`config.mk`:
```
export PLATFORM = sky130hd
export DESIGN_NAME = register_file
export DESIGN_NICKNAME = d
export VERILOG_FILES = /design/src/rtl/register_file.sv
export SDC_FILE = /design/constraint.sdc
export NUM_CORES = 2
export LEC_CHECK = 0
export CORE_ASPECT_RATIO = 0.5
export CORE_MARGIN = 5
export CORE_UTILIZATION = 50
export CTS_CLUSTER_SIZE = 12
export DETAILED_ROUTE_END_ITERATION = 8
export PLACE_DENSITY = 0.76
export SLEW_MARGIN = 15
export SYNTH_ARGS = -nofsm -noshare
export SYNTH_HDL_FRONTEND = slang
export SYNTH_SLANG_ARGS = --single-unit
```
`constraint.sdc`:
```
create_clock -name clk -period 3.3 [get_ports clk]
set_input_delay 0.825 -clock clk [delete_from_list [all_inputs] [get_ports clk]]
set_output_delay 0.825 -clock clk [all_outputs]
set_load 0.03 [all_outputs]
```
`src/rtl/register_file.sv`:
```
// register_file -- 32 x WORDSIZE register file with two combinational read
// ports, one synchronous write port and a sticky overflow flag.
// x0 always reads as zero and silently absorbs writes.
// Optional feature: define REGFILE_BYPASS_EN to forward the in-flight
// write_data to a read port addressing the register being written.
module register_file #(
   parameter int WORDSIZE = 64
) (
   input  logic                clk,
   input  logic                reset,
   input  logic [4:0]          read_addr_a,
   input  logic [4:0]          read_addr_b,
   output logic [WORDSIZE-1:0] read_data_a,
   output logic [WORDSIZE-1:0] read_data_b,
   input  logic                write_enable,
   input  logic [4:0]          write_addr,
   input  logic [WORDSIZE-1:0] write_data,
   input  logic                write_overflow,
   output logic                overflow_flag
);

   // Register storage; entry 0 is only ever cleared, never written.
   logic [WORDSIZE-1:0] regs_reg [32];
   logic                overflow_reg;

   // A write is committed only for non-zero destinations.
   logic write_commit;
   assign write_commit = write_enable && (write_addr != 5'd0);

   // Storage update: reset clears everything and wins over a simultaneous write.
   always_ff @(posedge clk) begin
      if (reset) begin
         for (int i = 0; i < 32; i++) begin
            regs_reg[i] <= '0;
         end
      end else if (write_commit) begin
         regs_reg[write_addr] <= write_data;
      end
   end

   // Sticky overflow: set by any enabled write (x0 included), cleared only by reset.
   always_ff @(posedge clk) begin
      if (reset) begin
         overflow_reg <= 1'b0;
      end else if (write_enable && write_overflow) begin
         overflow_reg <= 1'b1;
      end
   end

   assign overflow_flag = overflow_reg;

   // Shared read-port logic: x0 forced to zero, optional write-through.
   function automatic logic [WORDSIZE-1:0] read_port(input logic [4:0] addr);
      logic [WORDSIZE-1:0] value;
      value = '0;
      if (addr != 5'd0) begin
`ifdef REGFILE_BYPASS_EN
         if (write_commit && (write_addr == addr)) begin
            value = write_data;
         end else begin
            value = regs_reg[addr];
         end
`else
         value = regs_reg[addr];
`endif
      end
      return value;
   endfunction

   // Combinational, zero-latency reads on both independent ports.
   always_comb begin
      read_data_a = '0;
      read_data_b = '0;
      read_data_a = read_port(read_addr_a);
      read_data_b = read_port(read_addr_b);
   end

endmodule

```
After elaboration in Yosys (flattened, before gate mapping)
Memories as Yosys holds them, arrays and structs flattened.
Index checks and enable logic that the tools add are counted.

storage, ports and cells
  register bits after elaboration = 1
  latch bits = 0
  bits in writable memories = 2048
  ROM bits = 0
  output and inout bits = 129
  memories = 1

memories
  name      depth  width  read ports  clocked after Yosys merged registers in  wr ports  line  text
  regs_reg  32     64     2           0                                        32        23    logic [WORDSIZE-1:0] regs_reg [32];

operators by class
  add/subtract/negate cells = 0
  multipliers = 0
  div/mod/pow operators = 0
  order comparisons = 0
  eq/ne operators = 0
  shifts and indexed selects = 0
  muxes and demuxes = 10
  bitwise operators = 0
  reductions and logical operators = 6

operators by type and width
  operator           number
  $mux 64            3
  $reduce_or 64->1   1
  $reduce_bool 5->1  3
  $mux 1             6
  $mux 5             1
  $logic_and 1x1->1  2

Logic depth before layout (Yosys ltp)
  depth after elaboration = 7
  mapped depth = 9
  mapped depth without buffers = 4

Worst setup path before layout
Ideal clock, no wire load.

  kind = input -> output
  from = input read_addr_b[0]
  to = output read_data_b[21]
  arrival = 3.428 ns
  path slack = -0.953 ns
  stages on the path = 7
  buffers on the path = 3
  cells stage by stage = buf_4 -> buf_4 -> buf_2 -> and3b_1 -> a221oi_1 -> o211a_1 -> a2111oi_0

between the ends
  word-level cells in the longest chain between the ends = 2
  elaborated cells between the ends (all ways) = 3
  those cells by class = mux (1); reduce/logical (1); memory (1)

ends and longest elaborated chain
  item                                                line  text
  start, declared                                     12    input logic [4:0] read_addr_b,
  $mem_v2 32x64 or $reduce_bool 5->1 (tied branches)  -
  $mux 64 (*)                                         56    if (addr != 5'd0) begin
  end, declared                                       14    output logic [WORDSIZE-1:0] read_data_b,

Every way passes the cells marked *; elsewhere a longest branch is shown, timed or not.

Final worst setup path
  from = input read_addr_b[0]
  to = output read_data_b[54]

Same word-level chain as after synthesis.

==> summary.txt <==
Synthesis
  • Synth unique cells: 47
  • Synth top area cells: edfxtp_1 57%, mux4_2 19%, and2_1 11%, mux2i_1 3.1%, clkbuf_1 2.0%
  • Synth async-reset ratio: 0
  • Synth top area share: 0.568
  • Post-Syn Area: 0.108 sq mm
  • Largest area contributor in the netlist: edfxtp_1
  • Avg Cell Area, Syn: 15.4 sq um
  • Seq/Total Area, Yosys: 0.568
  • Post-synth EDFFs: 2,048
  • Mapped Cells: 7,041
  • Yosys Warn Count: 0
  • Most used DFF post-synth: edfxtp_1
  • #FFs+latches synth: 2,049

Floorplanning
  • Die area: 0.227 sq mm
  • Top-Level Pins: 212
  • Die H: 339 microns
  • Initial Util: 0.504
  • Die Wd: 668 microns
  • Core Area: 0.215 sq mm
  • # rows: 120

Worst hold path
  • HP Start: reset
  • Hold WC Path Type: input port to flop
  • Hold depth: 2
  • Sink of the worst hold path: overflow_flag

Routing
  • Wirelength per Cell: 39.3 microns
  • Via count: 78.4k
  • Uppermost layer routed: met5
  • # DRC: 0
  • Initial DRT Pass Iterations: 7
  • Final WL: 428 mm
  • Vias per inst: 7.21
  • Wl on met1: 134 mm
  • WL met2: 180 mm
  • DRT iter0 DRCs: 15.8k
  • Met3 WL: 78.2 mm
  • Routed Antenna Nets: 0

Timing
  • Clk_skew: 0 ns
  • Unrepaired setup endpoints after global routing: true
  • F_max: 0.273 GHz
  • Slew headroom: 0.262
  • Final Max Tran Viols: 0
  • Period utilization: 1.11
  • Final Hold Viols: 0
  • Clock period minus worst slack: 3.66 ns
  • Slew @ Worst Pin: 1.10 ns
  • Final setup margin: -0.360 ns
  • Final setup fails: 128

Global route
  • Gr usage total: 0.368
  • First-pass GRT wire length: 586 mm
  • Grt total ovfl: 0
  • Initial antenna violation count: 71
  • Number of global-route vias before repair: 77.3k
  • Largest net degree at the start of global routing: 65

Worst setup path
  • Crit path DAT: 2.84 ns
  • Reg2reg start: overflow_flag
  • Crit path max fanout: 7
  • Reg-to-reg slack, setup: 2.71 ns
  • CP endpoint kind: output pin
  • FF-to-FF End: overflow_flag
  • Crit Path Class: input port to output pin
  • Worst Setup Start Kind: input port
  • WP data required: 2.47 ns
  • Crit. Startpoint: read_addr_b[0]
  • FF-to-FF path depth: 2

Clocking
  • Max clock buf depth: 4
  • Number of hold-repair buffers added at the cts stage: 0
  • Clock slew at reported path FFs: 0.06 ns
  • Worst skew pair latency: 0.86 ns
  • TritonCTS buffer count: 202
  • Clk sink count: 2,049
  • H-Tree Level Count: 4
  • Root buf cell: clkbuf_16
  • TritonCTS clock tree: done

Outcome
  • Outcome: complete, but fails checks
  • Failing checks: setup timing

Power and ir drop
  • LEAKAGE: 48.9 nW
  • Power, Total: 0.0636 W
  • Peak supply drop: 0.432 mV
  • Power Dens Cells: 463 mW/mm^2

Job
  • MaxCap Viol Count: 0

Layout
  • Layout area overhead: 26.8%
  • Final nets: 7,988
  • Fraction of layout cells with a size suffix above 1: 0.389
  • Max reg flops: 2,048
  • Final core occ: 0.639
  • Final instance area: 0.137 sq mm

Place
  • Placer Congestion: 0.949
  • Port bufs: 211
  • HPWL after DPL: 250 mm
  • Area of placed instances: 0.123 sq mm
==> layout make-up <==
| cell class | count | area (sq um) |
|---|---|---|
| tap | 2867 | 3590 |
| timing repair buffer | 1389 | 19500 |
| inverter | 3 | 11.3 |
| clock inverter | 23 | 186 |
| sequential | 2049 | 61500 |
| fill | 13966 | 77400 |
| antenna | 56 | 140 |
| clock buffer | 232 | 5190 |
| multi-input combinational | 4260 | 47100 |
==> where the power goes <==
group | switching, W | internal [W] | leakage (nW)
combinational | 0.00598 | 0.00564 | 26.8
clock | 0.00996 | 0.0111 | 2.63
sequential | 0.000815 | 0.0301 | 19.5
==> layer usage <==
metal / vias up / track usage
met5: - / 0
met4: 20 / 0.244
met3: 1920 / 0.150
met2: 8715 / 0.516
met1: 38923 / 0.470
li1: 28866 / -
==> worst max-delay path by stage <==
stage / to / cells after the start / slack (ns)
3_5_place_dp: read_data_b[53] / 9 / -0.55
4_1_cts: read_data_b[56] / 4 / -0.33
3_3_place_gp: read_data_b[53] / 9 / -0.57
5_1_grt: read_data_b[56] / 4 / -0.38
6_report: read_data_b[54] / 10 / -0.36
2_1_floorplan: read_data_b[32] / 6 / -0.12
==> what timing repair did <==
action	4_1_cts	5_1_grt
hold endpoints to repair	0	0
buffers inserted	226	92
pin swaps	209	176
endpoints found under the setup margin	128	128
gates cloned	78	8
gates resized for setup	702	250
==> placed cells by master, fill, tap and decap left out, types with 27 or more instances in the layout <==
master              n
clkdlybuf4s50_1    72
buf_4             553
clkbuf_1           29
mux4_2            923
nor3_4             36
nand3_1            27
mux2i_2            40
nand2_1            62
a211oi_2           33
o22ai_1            70
a221oi_1           27
and2_1           1985
clkbuf_16         211
a31oi_4            28
o22ai_2            40
edfxtp_1         2048
or2_4              67
diode_2            56
nor2_4             33
conb_1             64
buf_6             138
mux2_2            121
mux2i_1           276
buf_12            451
buf_8              60
mux2_4             31
a22o_1             41
buf_16             96
==> worst max-delay path: stages <==
cell and delay, ns:
buf_16 0.14, buf_12 0.15, buf_16 0.16, buf_8 0.13, buf_8 0.13, mux2i_1 0.13, o221ai_2 0.24, a21oi_2 0.07
a2111oi_4 0.62, buf_12 0.20
==> synth_stat cells (39+ instances only) <==
library cell  instances
and3_1               39
mux2i_1             331
mux4_2              923
nor3_1               45
mux2_2              152
a211oi_1             39
clkbuf_1            567
buf_1                49
a22oi_1              45
a221oi_1             43
o22ai_1             112
or2_1                47
nand2_1              80
a22o_1               43
and2_1             1986
buf_2               135
o221ai_1             40
edfxtp_1           2048
nor2_1               39
buf_4                40
a31oi_1              52
==> kinds of logic (layout without fill, tap and decap cells) <==
group,Yosys count,after routing,synth area share
AND/OR/NAND/NOR,2342,2342,0.132
AO/OA/AOI/OAI,448,448,0.0308
other,1,120,0.0000346
multiplexers,1406,1406,0.238
flip-flops,2049,2049,0.568
buffers and inverters,795,1647,0.0306
==> per-stage QoR <==
stage	worst slack [ns]	std cells	hold WS (ns)	TNS, ns
5_1_grt	-0.377	10857	0.226	-27.91
4_1_cts	-0.334	10755	0.230	-24.63
6_report	-0.360	10879	0.264	-26.82
3_5_place_dp	-0.552	10212	0.485	-54.65
2_1_floorplan	-0.116	7104	0.621	-0.797
3_3_place_gp	-0.574	10211	0.458	-53.47
(Power assumes the default switching activity.)
